$ cat src/rtl/lcd_hd44780_ctrl_if.sv
// rtl/lcd_hd44780_ctrl_if.sv - io_lcd request side and HD44780 pin side of the LCD controller
interface lcd_hd44780_ctrl_if;
  logic [31:0] lcd_word;
  logic        ovf_clr;
  logic        lcd_on;
  logic        lcd_rs;
  logic        lcd_rw;
  logic        lcd_en;
  logic [7:0]  lcd_data;
  logic        busy;
  logic        pend;
  logic        ovf;

  modport master (
    output lcd_word, ovf_clr,
    input  lcd_on, lcd_rs, lcd_rw, lcd_en, lcd_data, busy, pend, ovf
  );

  modport slave (
    input  lcd_word, ovf_clr,
    output lcd_on, lcd_rs, lcd_rw, lcd_en, lcd_data, busy, pend, ovf
  );
endinterface

$ cat src/rtl/lcd_hd44780_ctrl.sv
// rtl/lcd_hd44780_ctrl.sv - HD44780 write-cycle timing controller driven by the io_lcd register
// Optional power-up init sequence (PWR_WAIT + 4-command ROM) enabled by defining LCD_AUTO_INIT_EN.
module lcd_hd44780_ctrl #(
  parameter int T_SETUP     = 2,
  parameter int T_PULSE     = 12,
  parameter int T_HOLD      = 2,
  parameter int T_EXEC      = 2000,
  parameter int T_EXEC_LONG = 82000,
`ifdef LCD_AUTO_INIT_EN
  parameter int T_PWRUP     = 750000,
`endif
  parameter int CNT_WIDTH   = 20
) (
  input  logic              clk_i,
  input  logic              rst_i,
  lcd_hd44780_ctrl_if.slave bus
);

  typedef enum logic [2:0] {
    S_IDLE,
    S_SETUP,
    S_PULSE,
    S_HOLD,
    S_EXEC
`ifdef LCD_AUTO_INIT_EN
    , S_PWR_WAIT
`endif
  } state_t;

  state_t               state_q, state_n;
  logic [CNT_WIDTH-1:0] timer_q, timer_load, timer_rst;
  logic                 prev_en_q, on_q, rs_q, ovf_q;
  logic [7:0]           data_q;
  logic                 pend_full_q, pend_rs_q;
  logic [7:0]           pend_data_q;

  logic req, timer_zero, busy_state, exec_done, init_more, long_cmd;
  logic start_new, take_pend, store_pend, drop_req;
  logic unused_word_bits;

  assign unused_word_bits = ^bus.lcd_word[30:11];

  // Only a rising EN edge with RW=0 counts; reads are silently ignored.
  assign req        = bus.lcd_word[8] & ~prev_en_q & ~bus.lcd_word[9];
  assign timer_zero = (timer_q == '0);
  assign busy_state = (state_q != S_IDLE);
  assign exec_done  = (state_q == S_EXEC) && timer_zero;
  assign long_cmd   = ~rs_q && ((data_q == 8'h01) || (data_q == 8'h02) || (data_q == 8'h03));

`ifdef LCD_AUTO_INIT_EN
  logic       init_active_q;
  logic [1:0] init_idx_q;
  logic       pwr_done;

  function automatic logic [7:0] init_rom(input logic [1:0] idx);
    case (idx)
      2'd0:    init_rom = 8'h38;
      2'd1:    init_rom = 8'h0C;
      2'd2:    init_rom = 8'h01;
      default: init_rom = 8'h06;
    endcase
  endfunction

  assign init_more = init_active_q && (init_idx_q != 2'd3);
  assign pwr_done  = (state_q == S_PWR_WAIT) && timer_zero;
  assign timer_rst = CNT_WIDTH'(T_PWRUP - 1);
`else
  assign init_more = 1'b0;
  assign timer_rst = '0;
`endif

  // A request landing on the final EXEC cycle with nothing queued starts directly,
  // so the controller never parks in IDLE with a full buffer.
  assign start_new  = req && ((state_q == S_IDLE) || (exec_done && !pend_full_q && !init_more));
  assign take_pend  = exec_done && pend_full_q && !init_more;
  assign store_pend = req && !start_new && (!pend_full_q || take_pend);
  assign drop_req   = req && !start_new && pend_full_q && !take_pend;

  always_ff @(posedge clk_i) begin
    if (rst_i) begin
`ifdef LCD_AUTO_INIT_EN
      state_q <= S_PWR_WAIT;
`else
      state_q <= S_IDLE;
`endif
      timer_q <= timer_rst;
    end else begin
      state_q <= state_n;
      if (state_n != state_q)
        timer_q <= timer_load;
      else if (!timer_zero)
        timer_q <= timer_q - CNT_WIDTH'(1);
    end
  end

  always_comb begin
    state_n = state_q;
    case (state_q)
      S_IDLE:  if (start_new)  state_n = S_SETUP;
      S_SETUP: if (timer_zero) state_n = S_PULSE;
      S_PULSE: if (timer_zero) state_n = S_HOLD;
      S_HOLD:  if (timer_zero) state_n = S_EXEC;
      S_EXEC:  if (timer_zero)
                 state_n = (init_more || pend_full_q || start_new) ? S_SETUP : S_IDLE;
`ifdef LCD_AUTO_INIT_EN
      S_PWR_WAIT: if (timer_zero) state_n = S_SETUP;
`endif
      default: state_n = S_IDLE;
    endcase
  end

  // Load N-1 on entry so each state lasts exactly N cycles.
  always_comb begin
    timer_load = '0;
    case (state_n)
      S_SETUP: timer_load = CNT_WIDTH'(T_SETUP - 1);
      S_PULSE: timer_load = CNT_WIDTH'(T_PULSE - 1);
      S_HOLD:  timer_load = CNT_WIDTH'(T_HOLD - 1);
      S_EXEC:  timer_load = long_cmd ? CNT_WIDTH'(T_EXEC_LONG - 1) : CNT_WIDTH'(T_EXEC - 1);
      default: timer_load = '0;
    endcase
  end

  always_ff @(posedge clk_i) begin
    if (rst_i) begin
      prev_en_q   <= 1'b0;
      on_q        <= 1'b0;
      rs_q        <= 1'b0;
      data_q      <= 8'h00;
      pend_full_q <= 1'b0;
      pend_rs_q   <= 1'b0;
      pend_data_q <= 8'h00;
      ovf_q       <= 1'b0;
    end else begin
      prev_en_q <= bus.lcd_word[8];
      on_q      <= bus.lcd_word[31];

      if (start_new) begin
        rs_q   <= bus.lcd_word[10];
        data_q <= bus.lcd_word[7:0];
      end else if (take_pend) begin
        rs_q   <= pend_rs_q;
        data_q <= pend_data_q;
      end
`ifdef LCD_AUTO_INIT_EN
      else if (pwr_done) begin
        rs_q   <= 1'b0;
        data_q <= init_rom(2'd0);
      end else if (exec_done && init_more) begin
        rs_q   <= 1'b0;
        data_q <= init_rom(init_idx_q + 2'd1);
      end
`endif

      if (store_pend) begin
        pend_full_q <= 1'b1;
        pend_rs_q   <= bus.lcd_word[10];
        pend_data_q <= bus.lcd_word[7:0];
      end else if (take_pend) begin
        pend_full_q <= 1'b0;
      end

      if (drop_req)
        ovf_q <= 1'b1;
      else if (bus.ovf_clr)
        ovf_q <= 1'b0;
    end
  end

`ifdef LCD_AUTO_INIT_EN
  always_ff @(posedge clk_i) begin
    if (rst_i) begin
      init_active_q <= 1'b0;
      init_idx_q    <= 2'd0;
    end else if (pwr_done) begin
      init_active_q <= 1'b1;
      init_idx_q    <= 2'd0;
    end else if (exec_done && init_active_q) begin
      if (init_idx_q == 2'd3)
        init_active_q <= 1'b0;
      else
        init_idx_q <= init_idx_q + 2'd1;
    end
  end
`endif

  always_comb begin
    bus.lcd_en   = (state_q == S_PULSE);
    bus.busy     = busy_state | pend_full_q;
    bus.pend     = pend_full_q;
    bus.ovf      = ovf_q;
    bus.lcd_on   = on_q;
    bus.lcd_rs   = rs_q;
    bus.lcd_rw   = 1'b0;
    bus.lcd_data = data_q;
  end

endmodule

$ cat src/flat_wrapper.sv
// flat-port wrapper written by rule: the top's interface ports become plain ports
module lcd_hd44780_ctrl_flat 
#(
  parameter int T_SETUP     = 2,
  parameter int T_PULSE     = 12,
  parameter int T_HOLD      = 2,
  parameter int T_EXEC      = 2000,
  parameter int T_EXEC_LONG = 82000,

  parameter int CNT_WIDTH   = 20
)
  (clk_i, rst_i, bus_lcd_word, bus_ovf_clr, bus_lcd_on, bus_lcd_rs, bus_lcd_rw, bus_lcd_en, bus_lcd_data, bus_busy, bus_pend, bus_ovf);
  lcd_hd44780_ctrl_if bus_i ();
  input  logic clk_i;
  input  logic rst_i;
  input wire logic [$bits(bus_i.lcd_word)-1:0] bus_lcd_word;
  input wire logic [$bits(bus_i.ovf_clr)-1:0] bus_ovf_clr;
  output wire logic [$bits(bus_i.lcd_on)-1:0] bus_lcd_on;
  output wire logic [$bits(bus_i.lcd_rs)-1:0] bus_lcd_rs;
  output wire logic [$bits(bus_i.lcd_rw)-1:0] bus_lcd_rw;
  output wire logic [$bits(bus_i.lcd_en)-1:0] bus_lcd_en;
  output wire logic [$bits(bus_i.lcd_data)-1:0] bus_lcd_data;
  output wire logic [$bits(bus_i.busy)-1:0] bus_busy;
  output wire logic [$bits(bus_i.pend)-1:0] bus_pend;
  output wire logic [$bits(bus_i.ovf)-1:0] bus_ovf;
  assign bus_i.lcd_word = bus_lcd_word;
  assign bus_i.ovf_clr = bus_ovf_clr;
  assign bus_lcd_on = bus_i.lcd_on;
  assign bus_lcd_rs = bus_i.lcd_rs;
  assign bus_lcd_rw = bus_i.lcd_rw;
  assign bus_lcd_en = bus_i.lcd_en;
  assign bus_lcd_data = bus_i.lcd_data;
  assign bus_busy = bus_i.busy;
  assign bus_pend = bus_i.pend;
  assign bus_ovf = bus_i.ovf;
  lcd_hd44780_ctrl #(.T_SETUP(T_SETUP), .T_PULSE(T_PULSE), .T_HOLD(T_HOLD), .T_EXEC(T_EXEC), .T_EXEC_LONG(T_EXEC_LONG), .CNT_WIDTH(CNT_WIDTH)) u_core (.clk_i(clk_i), .rst_i(rst_i), .bus(bus_i));
endmodule
$ cat config.mk
export PLATFORM = sky130hd
export DESIGN_NAME = lcd_hd44780_ctrl_flat
export DESIGN_NICKNAME = d
export VERILOG_FILES = /design/src/rtl/lcd_hd44780_ctrl_if.sv /design/src/rtl/lcd_hd44780_ctrl.sv /design/src/flat_wrapper.sv
export SDC_FILE = /design/constraint.sdc
export NUM_CORES = 1
export LEC_CHECK = 0
export BUFFER_PORTS_ARGS = -buffer_cell sky130_fd_sc_hd__clkbuf_2
export CAP_MARGIN = 30
export CORE_ASPECT_RATIO = 1.1
export CORE_MARGIN = 2
export CORE_UTILIZATION = 35
export CTS_CLUSTER_SIZE = 16
export DETAILED_ROUTE_END_ITERATION = 10
export GPL_TIMING_DRIVEN = 0
export PLACE_DENSITY = 0.58
export SLEW_MARGIN = 25
export SYNTH_ARGS = -nofsm -noshare
export SYNTH_HDL_FRONTEND = slang
export SYNTH_SLANG_ARGS = --single-unit
$ cat constraint.sdc
create_clock -name clk_i -period 3.8 [get_ports clk_i]
set_input_delay 0 -clock clk_i [delete_from_list [all_inputs] [get_ports clk_i]]
set_output_delay 0 -clock clk_i [all_outputs]
set_load 0.005 [all_outputs]
==> load_flow_metrics.sql <==
INSERT INTO impl_metrics (metric_group, metric, value, unit) VALUES
('drt', 'drtIter0Drc', '92', ''),
('sta', 'fin_ws', '0.9803', 'ns'),
('global_routing', 'use_met1', '19.99', '%'),
('cts', 'path_clk_slew', '0.09', 'ns'),
('sta', 'timing.setup.tns', '0', 'ns'),
('cts', 'cts-hold-fix-buffers', '11', ''),
('sta', 'rsz0062_at_grt', 'no', ''),
('yosys', 'synth_sequential_area_ratio', '38.86', '%'),
('cts', 'tritoncts_clock_tree', 'yes', ''),
('yosys', 'post_syn_nets', '310', ''),
('setup_path', 'end_kind', 'register', ''),
('die', 'floorplan.die_area', '7292', 'um^2'),
('sta', 'worst-slew-pin-transition', '0.7556', 'ns'),
('sta', 'finalSetupViolations', '0', ''),
('die', 'row_count', '31', ''),
('global_routing', 'use_met2', '28.46', '%'),
('cts', 'cts.htree.levels', '2', ''),
('power', 'ir_drop', '0.3137', 'mV'),
('setup_path', 'critical_path.top_delay_family', 'simple AND/OR/NAND/NOR gates', ''),
('sta', 'max_slew_margin', '49.20', '%'),
('setup_path', 'crit_fanout', '10', ''),
('setup_path', 'critical_path_depth', '8', ''),
('cts', 'cts_buffers', '5', ''),
('setup_path', 'cpMaxStageDelayCell', 'sky130_fd_sc_hd__nor3b_1', ''),
('placed_design', 'gpl.final_weighted_congestion', '0.8718', ''),
('cts', 'cts_sinks', '45', ''),
('setup_path', 'worst_setup_path_start_kind', 'register', ''),
('yosys', 'synth.ff_latch_count', '45', ''),
('die', 'start_util', '35.58', '%'),
('setup_path', 'worst_setup_path_startpoint', 'u_core.timer_q[0]', ''),
('power', 'power.density_cell_area', '701.6', 'nW/um^2'),
('yosys', 'ys_types', '50', ''),
('global_routing', 'met3_usage', '2.828', '%'),
('final_layout', 'total_inserted_antenna_cells', '0', ''),
('cts', 'post_cts_setup_buffer_count', '0', ''),
('setup_path', 'regToRegEndpoint', 'u_core.timer_q[3]', ''),
('global_routing', 'global_route.usage.total', '16.36', '%'),
('drt', 'drtPass1Iterations', '4', ''),
('sta', 'period_share', '74.20', '%'),
('yosys', 'synth_edf_count', '0', ''),
('setup_path', 'r2r_slack', '0.98', 'ns'),
('drt', 'route.detailed.vias_per_inst', '5.368', ''),
('sta', 'fmax', '354.6', 'MHz'),
('yosys', 'synth.top_cells.by_count', 'sky130_fd_sc_hd__dfxtp_1 (45), sky130_fd_sc_hd__nand2_1 (36), sky130_fd_sc_hd__a21oi_1 (26), sky130_fd_sc_hd__mux2i_1 (19), sky130_fd_sc_hd__o21ai_0 (19)', ''),
('placed_design', 'dpl_worst_slack', '1.005', 'ns'),
('run_status', 'outcome', 'completed', ''),
('global_routing', 'first_pass_grt_wire_length', '9246', 'um'),
('yosys', 'synth_flop_cell', 'sky130_fd_sc_hd__dfxtp_1', ''),
('sta', 'post-route-min-period', '2.820', 'ns'),
('final_layout', 'syn_to_final_growth', '19.91', '%'),
('sta', 'clock_skew', '0.01140', 'ns'),
('yosys', 'postSynthCellCount', '274', ''),
('global_routing', 'grt_pass1_vias', '1965', ''),
('hold_path', 'hold_path_class', 'primary input to register', ''),
('yosys', 'syn_avg_cell_area', '8.462', 'um^2'),
('drt', 'number_of_nets_with_antenna_violations_after_routing', '0', ''),
('die', 'design.core.area', '6516', 'um^2'),
('setup_path', 'critical_path.endpoint', 'u_core.timer_q[3]', ''),
('drt', 'routed_wirelength', '5550', 'um'),
('cts', 'cts_resized', '0', ''),
('final_layout', 'final.fill_count', '671', ''),
('setup_path', 'crit_path_cells', 'inv_1 > ha_1 > nor3b_1 > and3_1 > buf_4 > nand2_4 > a41oi_2 > o22ai_1', ''),
('cts', 'worstSkewPairLatency', '0.30', 'ns'),
('die', 'die_height', '89.36', 'um'),
('yosys', 'ys_async_sr_fraction', '0', '%'),
('setup_path', 'arrival', '2.99', 'ns'),
('drt', 'post-route-drc-count', '0', ''),
('yosys', 'syn-cell-area', '2318', 'um^2'),
('yosys', 'synth_warnings', '0', ''),
('drt', 'wl_per_cell', '13.81', 'um'),
('placed_design', 'post-dp-hpwl', '3997', 'um');
==> layout make-up <==
class                      count  area (um^2)  area share, %
buffer                        16        88.84          3.195
clock buffer                   5        68.82          2.475
clock inverter                 2        35.03          1.260
inverter                       8        30.03          1.080
multi-input combinational    205         1304          46.89
sequential                    45        900.9          32.40
tap                           82        102.6          3.690
timing repair buffer          39        250.2          9.001
==> worst min-delay path, cell delays in order <==
cell	delay, ns
sky130_fd_sc_hd__clkbuf_2	0.08
sky130_fd_sc_hd__inv_1	0.04
sky130_fd_sc_hd__a32oi_1	0.04
sky130_fd_sc_hd__a21oi_1	0.13
==> cells by family after synthesis <==
logic type               share of synthesized area [%]
AND/OR/NAND/NOR                                  24.02
XOR/XNOR                                         4.155
flip-flops                                       38.86
multiplexers                                     8.203
buffers and inverters                            5.127
AO/OA/AOI/OAI                                    18.94
adder cells (fa/ha/maj)                         0.5396
other                                           0.1617
==> state kept, by name (all words and copies together) (netlist names) <==
name,flops
u_core.prev_en_q,1
u_core.bus.lcd_on,1
u_core.timer_q,20
u_core.bus.lcd_data,8
u_core.state_q,3
u_core.bus.ovf,1
u_core.bus.pend,1
u_core.pend_data_q,8
u_core.bus.lcd_rs,1
u_core.pend_rs_q,1
==> worst min path at each step <==
stage,start,to,depth (start not counted)
after floorplan,bus_lcd_word[31],u_core.bus.lcd_on,1
after global placement,bus_lcd_word[31],u_core.bus.lcd_on,2
final,bus_ovf_clr,u_core.bus.ovf,4
after detailed placement,bus_lcd_word[8],u_core.prev_en_q,2
after global routing,bus_ovf_clr,u_core.bus.ovf,4
after CTS,bus_ovf_clr,u_core.bus.ovf,4
==> placed cells by master (no fill, tap or decap), types with 3 or more instances in the layout <==
master	netlist	routed
sky130_fd_sc_hd__mux2i_1	19	19
sky130_fd_sc_hd__dlygate4sd3_1	0	11
sky130_fd_sc_hd__clkbuf_8	0	5
sky130_fd_sc_hd__and3_1	3	3
sky130_fd_sc_hd__nor4_1	4	4
sky130_fd_sc_hd__nor4_2	3	3
sky130_fd_sc_hd__o211ai_1	7	7
sky130_fd_sc_hd__dfxtp_1	45	45
sky130_fd_sc_hd__nand3_1	7	7
sky130_fd_sc_hd__or3_1	5	5
sky130_fd_sc_hd__o21ai_0	19	19
sky130_fd_sc_hd__inv_1	8	8
sky130_fd_sc_hd__or4_1	3	3
sky130_fd_sc_hd__clkbuf_1	9	9
sky130_fd_sc_hd__nor3_1	6	6
sky130_fd_sc_hd__a21oi_1	26	26
sky130_fd_sc_hd__xnor2_1	5	5
sky130_fd_sc_hd__buf_4	3	3
sky130_fd_sc_hd__nand2_1	36	36
sky130_fd_sc_hd__nor2b_1	3	3
sky130_fd_sc_hd__nand4_1	5	5
sky130_fd_sc_hd__xor2_1	6	6
sky130_fd_sc_hd__clkbuf_2	0	28
sky130_fd_sc_hd__nor2_1	15	15
==> power by group <==
group          internal (mW)  switching (mW)
registers              0.565          0.0955
clock network          0.191           0.162
logic                  0.389           0.548
total                   1.15           0.805
==> metrics by stage <==
step                hold WS [ns]  instances  total power [mW]  util, %  area [um^2]
floorplan                 0.1282        274             1.383        -         2318
detailed placement        0.2397        384             1.596    39.30         2561
global route             0.06226        402             2.109    42.67         2780
global placement          0.2130        384             1.594    39.30         2561
CTS                      0.02639        402             1.961    42.59         2775
finish                   0.02749        402             1.951    42.67         2780
==> routing by layer <==
metal  vias to the layer above  part of all wire [%]
li1                       1085                     -
met4                         0                   2.3
met2                        55                    47
met3                        10                   4.6
met5                         -                     0
met1                      1008                    46
Power figures use the tool's default switching activity.
